==> src/rtl/core_pkg.sv <==
// Shared ALU opcode encodings, width constants and issue-stage state type.
package core_pkg;

  localparam int XLEN_DEF  = 32;
  localparam int NREG_DEF  = 32;
  localparam int REG_IDX_W = 5;
  localparam int ALU_OP_W  = 4;

  typedef enum logic [ALU_OP_W-1:0] {
    ALU_ADD  = 4'd0,
    ALU_SUB  = 4'd1,
    ALU_XOR  = 4'd2,
    ALU_OR   = 4'd3,
    ALU_AND  = 4'd4,
    ALU_SLL  = 4'd5,
    ALU_SRL  = 4'd6,
    ALU_SRA  = 4'd7,
    ALU_SLT  = 4'd8,
    ALU_SLTU = 4'd9,
    ALU_EQ   = 4'd10
  } alu_op_e;

  typedef enum logic {
    ST_EMPTY = 1'b0,
    ST_FULL  = 1'b1
  } issue_state_e;

  // Codes above the last defined opcode are flagged but still forwarded.
  function automatic logic op_is_illegal(input logic [ALU_OP_W-1:0] op);
    return op > ALU_OP_W'(ALU_EQ);
  endfunction

endpackage

==> src/rtl/fwd_mux.sv <==
// Per-operand bypass select: x0, then execute-stage result, then writeback, then register file.
module fwd_mux
  import core_pkg::*;
#(
  parameter int XLEN = XLEN_DEF,
  parameter int RW   = REG_IDX_W
) (
  input  logic [RW-1:0]   rs_i,
  input  logic [XLEN-1:0] rf_data_i,
  input  logic            ex_valid_i,
  input  logic [RW-1:0]   ex_rd_i,
  input  logic [XLEN-1:0] ex_data_i,
  input  logic            ex_is_load_i,
  input  logic            wb_valid_i,
  input  logic [RW-1:0]   wb_rd_i,
  input  logic [XLEN-1:0] wb_data_i,
  output logic [XLEN-1:0] data_o
);

  // A load in execute has no data yet; the hazard logic stalls instead of bypassing it.
  always_comb begin
    data_o = rf_data_i;
    if (rs_i == '0) begin
      data_o = '0;
    end else if (ex_valid_i && !ex_is_load_i && (ex_rd_i == rs_i)) begin
      data_o = ex_data_i;
    end else if (wb_valid_i && (wb_rd_i == rs_i)) begin
      data_o = wb_data_i;
    end
  end

endmodule

==> src/rtl/alu_issue.sv <==
// ALU issue stage: operand resolution with bypass, load-use stall, and a one-entry
// registered output slot handshaking with execute.
module alu_issue
  import core_pkg::*;
#(
  parameter  int XLEN = XLEN_DEF,
  parameter  int NREG = NREG_DEF,
  localparam int RW   = $clog2(NREG)
) (
  input  logic                clk,
  input  logic                rst,
  input  logic                dec_valid,
  output logic                dec_ready,
  input  logic [ALU_OP_W-1:0] dec_alu_op,
  input  logic [RW-1:0]       dec_rs1,
  input  logic [RW-1:0]       dec_rs2,
  input  logic [RW-1:0]       dec_rd,
  input  logic                dec_use_imm,
  input  logic [XLEN-1:0]     dec_imm,
  input  logic [XLEN-1:0]     dec_pc,
  input  logic                dec_src1_pc,
  output logic [RW-1:0]       rf_raddr1,
  output logic [RW-1:0]       rf_raddr2,
  input  logic [XLEN-1:0]     rf_rdata1,
  input  logic [XLEN-1:0]     rf_rdata2,
  input  logic                ex_fwd_valid,
  input  logic [RW-1:0]       ex_fwd_rd,
  input  logic [XLEN-1:0]     ex_fwd_data,
  input  logic                ex_fwd_is_load,
  input  logic                wb_fwd_valid,
  input  logic [RW-1:0]       wb_fwd_rd,
  input  logic [XLEN-1:0]     wb_fwd_data,
  input  logic                flush,
  output logic                alu_valid,
  input  logic                alu_ready,
  output logic [ALU_OP_W-1:0] alu_op,
  output logic [XLEN-1:0]     src1,
  output logic [XLEN-1:0]     src2,
  output logic [XLEN-1:0]     pc,
  output logic [RW-1:0]       rd,
  output logic                illegal
);

  issue_state_e        state_q;
  logic [ALU_OP_W-1:0] alu_op_q;
  logic [XLEN-1:0]     src1_q, src2_q, pc_q;
  logic [RW-1:0]       rd_q;
  logic                illegal_q;

  logic [XLEN-1:0] rs1_val, rs2_val;
  logic [XLEN-1:0] src1_d, src2_d;
  logic            illegal_d;
  logic            hazard;
  logic            slot_free;
  logic            accept;

  assign rf_raddr1 = dec_rs1;
  assign rf_raddr2 = dec_rs2;

  fwd_mux #(.XLEN(XLEN), .RW(RW)) u_fwd_rs1 (
    .rs_i        (dec_rs1),
    .rf_data_i   (rf_rdata1),
    .ex_valid_i  (ex_fwd_valid),
    .ex_rd_i     (ex_fwd_rd),
    .ex_data_i   (ex_fwd_data),
    .ex_is_load_i(ex_fwd_is_load),
    .wb_valid_i  (wb_fwd_valid),
    .wb_rd_i     (wb_fwd_rd),
    .wb_data_i   (wb_fwd_data),
    .data_o      (rs1_val)
  );

  fwd_mux #(.XLEN(XLEN), .RW(RW)) u_fwd_rs2 (
    .rs_i        (dec_rs2),
    .rf_data_i   (rf_rdata2),
    .ex_valid_i  (ex_fwd_valid),
    .ex_rd_i     (ex_fwd_rd),
    .ex_data_i   (ex_fwd_data),
    .ex_is_load_i(ex_fwd_is_load),
    .wb_valid_i  (wb_fwd_valid),
    .wb_rd_i     (wb_fwd_rd),
    .wb_data_i   (wb_fwd_data),
    .data_o      (rs2_val)
  );

  assign src1_d    = dec_src1_pc ? dec_pc  : rs1_val;
  assign src2_d    = dec_use_imm ? dec_imm : rs2_val;
  assign illegal_d = op_is_illegal(dec_alu_op);

  // Only sources actually consumed by the instruction can create a load-use stall.
  assign hazard = ex_fwd_valid && ex_fwd_is_load && (ex_fwd_rd != '0) &&
                  ((!dec_src1_pc && (ex_fwd_rd == dec_rs1)) ||
                   (!dec_use_imm && (ex_fwd_rd == dec_rs2)));

  assign slot_free = (state_q == ST_EMPTY) || alu_ready;
  assign dec_ready = slot_free && !hazard && !flush && !rst;
  assign accept    = dec_valid && dec_ready;

  always_ff @(posedge clk) begin
    if (rst) begin
      state_q   <= ST_EMPTY;
      alu_op_q  <= '0;
      src1_q    <= '0;
      src2_q    <= '0;
      pc_q      <= '0;
      rd_q      <= '0;
      illegal_q <= 1'b0;
    end else if (flush) begin
      state_q <= ST_EMPTY;
    end else if (accept) begin
      state_q   <= ST_FULL;
      alu_op_q  <= dec_alu_op;
      src1_q    <= src1_d;
      src2_q    <= src2_d;
      pc_q      <= dec_pc;
      rd_q      <= dec_rd;
      illegal_q <= illegal_d;
    end else if ((state_q == ST_FULL) && alu_ready) begin
      state_q <= ST_EMPTY;
    end
  end

  assign alu_valid = (state_q == ST_FULL);
  assign alu_op    = alu_op_q;
  assign src1      = src1_q;
  assign src2      = src2_q;
  assign pc        = pc_q;
  assign rd        = rd_q;
  assign illegal   = illegal_q;

endmodule
==> config.mk <==
export PLATFORM = sky130hd
export DESIGN_NAME = alu_issue
export DESIGN_NICKNAME = d
export VERILOG_FILES = /design/src/rtl/core_pkg.sv /design/src/rtl/fwd_mux.sv /design/src/rtl/alu_issue.sv
export SDC_FILE = /design/constraint.sdc
export NUM_CORES = 1
export LEC_CHECK = 0
export ABC_CLOCK_PERIOD_IN_PS = 3900
export CORE_AREA = 2 2 137 139
export DETAILED_ROUTE_END_ITERATION = 12
export DIE_AREA = 0 0 139 141
export DONT_BUFFER_PORTS = 1
export GPL_ROUTABILITY_DRIVEN = 0
export PLACE_DENSITY_LB_ADDON = 0.05
export SLEW_MARGIN = 20
export SYNTH_ARGS = -nofsm -noshare
export SYNTH_HDL_FRONTEND = slang
export SYNTH_SLANG_ARGS = --single-unit
==> constraint.sdc <==
create_clock -name clk -period 3.9 [get_ports clk]
set_clock_uncertainty 0.1 [all_clocks]
set_input_delay 0.78 -clock clk [delete_from_list [all_inputs] [get_ports clk]]
set_output_delay 0.78 -clock clk [all_outputs]
set_load 0.01 [all_outputs]
# == Word-level counts from Yosys, hierarchy flattened ==
# Index checks and enable logic that the tools add are counted.
# classes
n_lt_le_gt_ge,1
eq_ne,4
n_mux,10
bitwise_logic,2
n_reduce_logical,29
# op_table
op,n
$mux 32,8
$eq 5x5->1,4
$logic_and 1x1->1,15
$logic_not 5->1,2
$logic_not 1->1,6
$reduce_bool 5->1,1
$gt 4x4->1 const B,1
$logic_or 1x1->1,2
$mux 1,2
$not 1->1,2
$reduce_and 2->1,1
$reduce_bool 2->1,1
$reduce_or 2->1,1
# totals
register_bits,107
inputBits,231
output_inout_bits,118
elab_cells,53

# == Depth between registers and ports, before layout ==
# depth
depth_word,10
ltp_mapped,8
depth_no_buf,5

# == Modules after synthesis ==
# Synthesis repeated with hierarchy kept, for this count alone.
# unflattened
cells_unflattened,803
hier_area_um2,7209.4
# by_module_without_submodules
mod,instances,cells_per_inst,area_each_um2,seq_area_each_um2
alu_issue,1,451,5049.8,2142.1
fwd_mux,2,176,1079.8,0.0

# == Worst setup path after synthesis ==
# Ideal clock, no wire load.
# synth_path
path_type,input -> output
from,input port ex_fwd_rd[1]
to,output port dec_ready
t_arrival_ns,2.080
t_required_ns,3.020
setup_slack_ns,0.940
cell_stages,6
n_path_buf,2
path_cell_list,xor2_1 > nor4_4 > a22oi_2 > buf_2 > buf_2 > o211a_1
# synth_via
elab_chain_len,8
elab_cells_between_ends,12
cone_classes,2 x eq/ne; 10 x reduce/logical
# synth_lines
item,line_no,text
start: declaration,alu_issue.sv:27,"input logic [RW-1:0] ex_fwd_rd,"
"$eq 5x5->1, on equally long branches","alu_issue.sv:92, alu_issue.sv:93",
"$logic_and 1x1->1, on equally long branches","alu_issue.sv:92, alu_issue.sv:93",
$logic_or 1x1->1,alu_issue.sv:92,((!dec_src1_pc && (ex_fwd_rd == dec_rs1)) ||
$logic_and 1x1->1 *,alu_issue.sv:91,assign hazard = ex_fwd_valid && ex_fwd_is_load && (ex_fwd_rd != '0) &&
$logic_not 1->1 *,alu_issue.sv:96,assign dec_ready = slot_free && !hazard && !flush && !rst;
$logic_and 1x1->1 * (3 in series),alu_issue.sv:96,
end: declaration,alu_issue.sv:13,"output logic dec_ready,"
# Every way passes the cells marked *; elsewhere a longest branch is shown, timed or not.

# == Final worst setup path ==
# layout_path
from,input port wb_fwd_rd[4]
to,"register src2_q[1], in the netlist src2[1]"
# layout_via
elab_chain_len,6
# layout_lines
item,line_no,text
start: declaration,alu_issue.sv:31,"input logic [RW-1:0] wb_fwd_rd,"
$eq 5x5->1,fwd_mux.sv:27,end else if (wb_valid_i && (wb_rd_i == rs_i)) begin
$logic_and 1x1->1,fwd_mux.sv:27,
$mux 32,fwd_mux.sv:27,
$mux 32,fwd_mux.sv:25,end else if (ex_valid_i && !ex_is_load_i && (ex_rd_i == rs_i)) begin
$mux 32,fwd_mux.sv:23,if (rs_i == '0) begin
$mux 32,alu_issue.sv:87,assign src2_d = dec_use_imm ? dec_imm : rs2_val;
end signal: assignment,alu_issue.sv:114,src2_q <= src2_d;
end: declaration,alu_issue.sv:46,"logic [XLEN-1:0] src1_q, src2_q, pc_q;"
# No other way between the ends.
# A chain may end at the register's enable or synchronous reset.

==> metrics <==
status=finished, final reports clean; cells on worst reg2reg path=6; Die ar.=just under 0.02 mm^2; insertion delay to the later sink of the worst-skew pair=roughly 0.36 ns; critical-path cell list=nand2b_1, nand2_1, o31a_1, o311ai_0, a311oi_1; layout cell share with drive strength beyond 1=a little under an eighth; io pins=approximately 350; DRT iter0 DRCs=582; Peak VDD IR=~0.0002 V; Hold Path Stages=1; drt total wl=~30000 um; fmax=between 300 and 400 MHz; Critical Path AT=2.99 ns; multi-input logic area=0.00440 mm^2; Net count, final=about 1000; Synth area leaders=dfxtp_1, a311oi_1, a211oi_1; Tmin final=roughly 2.9 ns; worst reg2reg setup slack=1.29 ns; Post-CTS Resized=0; CTS Hold Bufs=0; FP Rows=50; H-tree Lvls=3; TritonCTS clock tree=done; filler instances=1862; largest net degree at the start of global routing=108; pwr/cell area=about 360 mW/mm^2; Final Max Tran Viols=0; final setup TNS=0 ns; DR pass1 iterations=5; Syn Area/Cell=~8.4 um^2; Crit Path Category=in -> reg; share of the synthesized area in the top cell type=a little under a third; CP Data Required Time=4.00 ns; Final WS setup=slightly above 1 ns; DRC Markers=0; Vias/cell=6.94; endpoint type of the worst setup path=register; Pwr Total=around 2600 uW; dpl cells=between 900 and 1000; critical hold path startpoint=rst; Longest Clk Path Bufs=2; Reg area=~0.0021 mm^2; GRT Max-Usage Layer=met2; final core occ=40.7%; Netlist cell types=42; number of global-route vias before repair=between 6000 and 7000; number of synthesized flops with an enable pin=0; final setup fails=0; Worst-Margin Slew=between 1 and 1.5 ns; register area share after synthesis=30.0%; PortBufs=0; Post-CTS Setup Bufs=0; first-pass GRT wire length=between 40000 and 50000 um; Initial Utilization=a little under 40%; via count=~7000; post-placement setup slack=between 0.8 and 0.9 ns; CP Launch Type=input pin; clock root buffer=clkbuf_16; CP delay by family, top=compound AO/OA/AOI/OAI gates; Mapped Area=approximately 0.0071 mm^2; Crit Path Max Fanout=21; Wirelength per Cell=29.3 um; M2 GR Usage=between 40% and 50%; antenna-violating nets left=0; Top FF cell, synth=dfxtp_1; Area Growth Syn to Fin=4.19%; gr usage total=28.8%; total gr overflow=0; FF-to-FF End=src1[23]$_SDFFE_PP0P_; Post-Synthesis Cells=849; Min-Delay Endpoint=src1[11]$_SDFFE_PP0P_; unrepaired setup endpoints after global routing=false; CTS Buf Count=9; Yosys warnings=0; Die W=139 um; clock-pin slew on the worst setup and hold paths=~0.080 ns; Yosys reg bits=between 100 and 150; final worst-path cycle share=74.0%; CP bufs+invs=0; core area=~0.018 mm^2; Fin. Hold Viols=0; slowest stage delay, CP=roughly 0.85 ns; die height=141 um; Worst path slowest cell=o311ai_0; Async SR Flop Fraction=0%; met1 Track Usage GR=a little over a third; post-DP HPWL=around 21000 um; GRT met3 Usage=around an eighth; Pleak=0.00270 uW; syn nets=between 1000 and 1500; max_cap viols=0; cell type with the largest total area after synthesis=dfxtp_1; CTS Sinks=between 100 and 150; R2R Path Start=alu_valid$_SDFFE_PP0P_; Slew HR=about 23%; Finished Layout Cells=between 1000 and 1500; initial antenna violation count=6; Min-Delay Path Class=in -> reg
==> power by group <==
group / switching, uW / total (uW) / internal, uW
combinational: 285 / 469 / 184
sequential: 98.8 / 1270 / 1170
clock: 467 / 910 / 443
total: 851 / 2650 / 1800
==> stage by stage <==
stage	hold WS [ns]	area (um^2)
2_1_floorplan	0.396	7130
3_3_place_gp	0.416	7140
3_5_place_dp	0.422	7140
4_1_cts	0.378	7420
5_1_grt	0.373	7430
6_report	0.387	7430
==> registers in the layout, indices dropped and copies added, names as in the netlist <==
name / cells
src1: 32
src2: 32
alu_op: 4
pc: 32
illegal: 1
alu_valid: 1
rd: 5
==> cell usage in the layout (no fill, tap or decap), types with 14 or more instances in the layout <==
master	n
nand3_1	32
mux2_2	39
dfxtp_1	107
o311ai_0	32
o31a_1	32
a21boi_0	25
buf_4	22
nand2_1	65
a211oi_1	64
nor2b_1	41
xor2_1	14
a311oi_1	64
o31ai_1	32
inv_1	34
a31oi_1	32
and3_1	33
and4_1	33
==> logic make-up (layout without fill, tap and decap cells) <==
kind of cell	count (synthesis)	count (layout)	synth area share, %
AO/OA/AOI/OAI	297	297	33.0
XOR/XNOR	17	17	2.09
buffers and inverters	152	73	9.17
flip-flops	107	107	30.0
multiplexers	42	42	6.61
other	0	5	0
AND/OR/NAND/NOR	234	234	19.1
==> how the worst max path moves through the flow <==
stage / from / to / slack [ns] / cells past startpoint
2_1_floorplan: ex_fwd_rd[1] / dec_ready / 0.94 / 6
3_3_place_gp: wb_fwd_rd[4] / src2[26]$_SDFFE_PP0P_ / 0.83 / 6
3_5_place_dp: dec_rs2[2] / pc[6]$_SDFFE_PP0P_ / 0.80 / 8
4_1_cts: ex_fwd_rd[0] / dec_ready / 1.10 / 4
5_1_grt: dec_rs2[2] / src2[26]$_SDFFE_PP0P_ / 1.04 / 7
6_report: wb_fwd_rd[4] / src2[1]$_SDFFE_PP0P_ / 1.02 / 5
==> Yosys cell counts (2+ instances only) <==
cell type	count
a31oi_1	32
mux2_2	39
dfxtp_1	107
clkbuf_1	75
o31a_1	32
nor4_4	2
a21oi_1	2
a21boi_1	8
a21boi_0	25
xor2_1	14
nor2_1	5
buf_4	14
nor2b_1	42
nor3_1	3
a211oi_1	64
buf_2	24
nand3_1	33
and4_1	33
buf_1	4
a311oi_1	64
and2_1	3
nand2_1	65
o311ai_0	32
mux2_1	2
xnor2_1	3
and3_1	34
o31ai_1	32
inv_1	34
nand2b_1	9
==> area by class of cell <==
type | count | share of cell area, %
Multi-Input combinational cell | 590 | 59.1
Clock buffer | 10 | 3.08
Tap cell | 234 | 3.94
Clock inverter | 6 | 0.656
Timing Repair Buffer | 23 | 2.49
Inverter | 34 | 1.72
Sequential cell | 107 | 28.8
Antenna cell | 5 | 0.168
==> routing by layer <==
| layer | vias up | wire [um] |
|---|---|---|
| met5 | - | 7 |
| met4 | 2 | 738 |
| met3 | 59 | 3480 |
| met2 | 406 | 14000 |
| met1 | 3417 | 11400 |
| li1 | 3119 | - |
No activity file was read; power rests on OpenSTA's default activity.
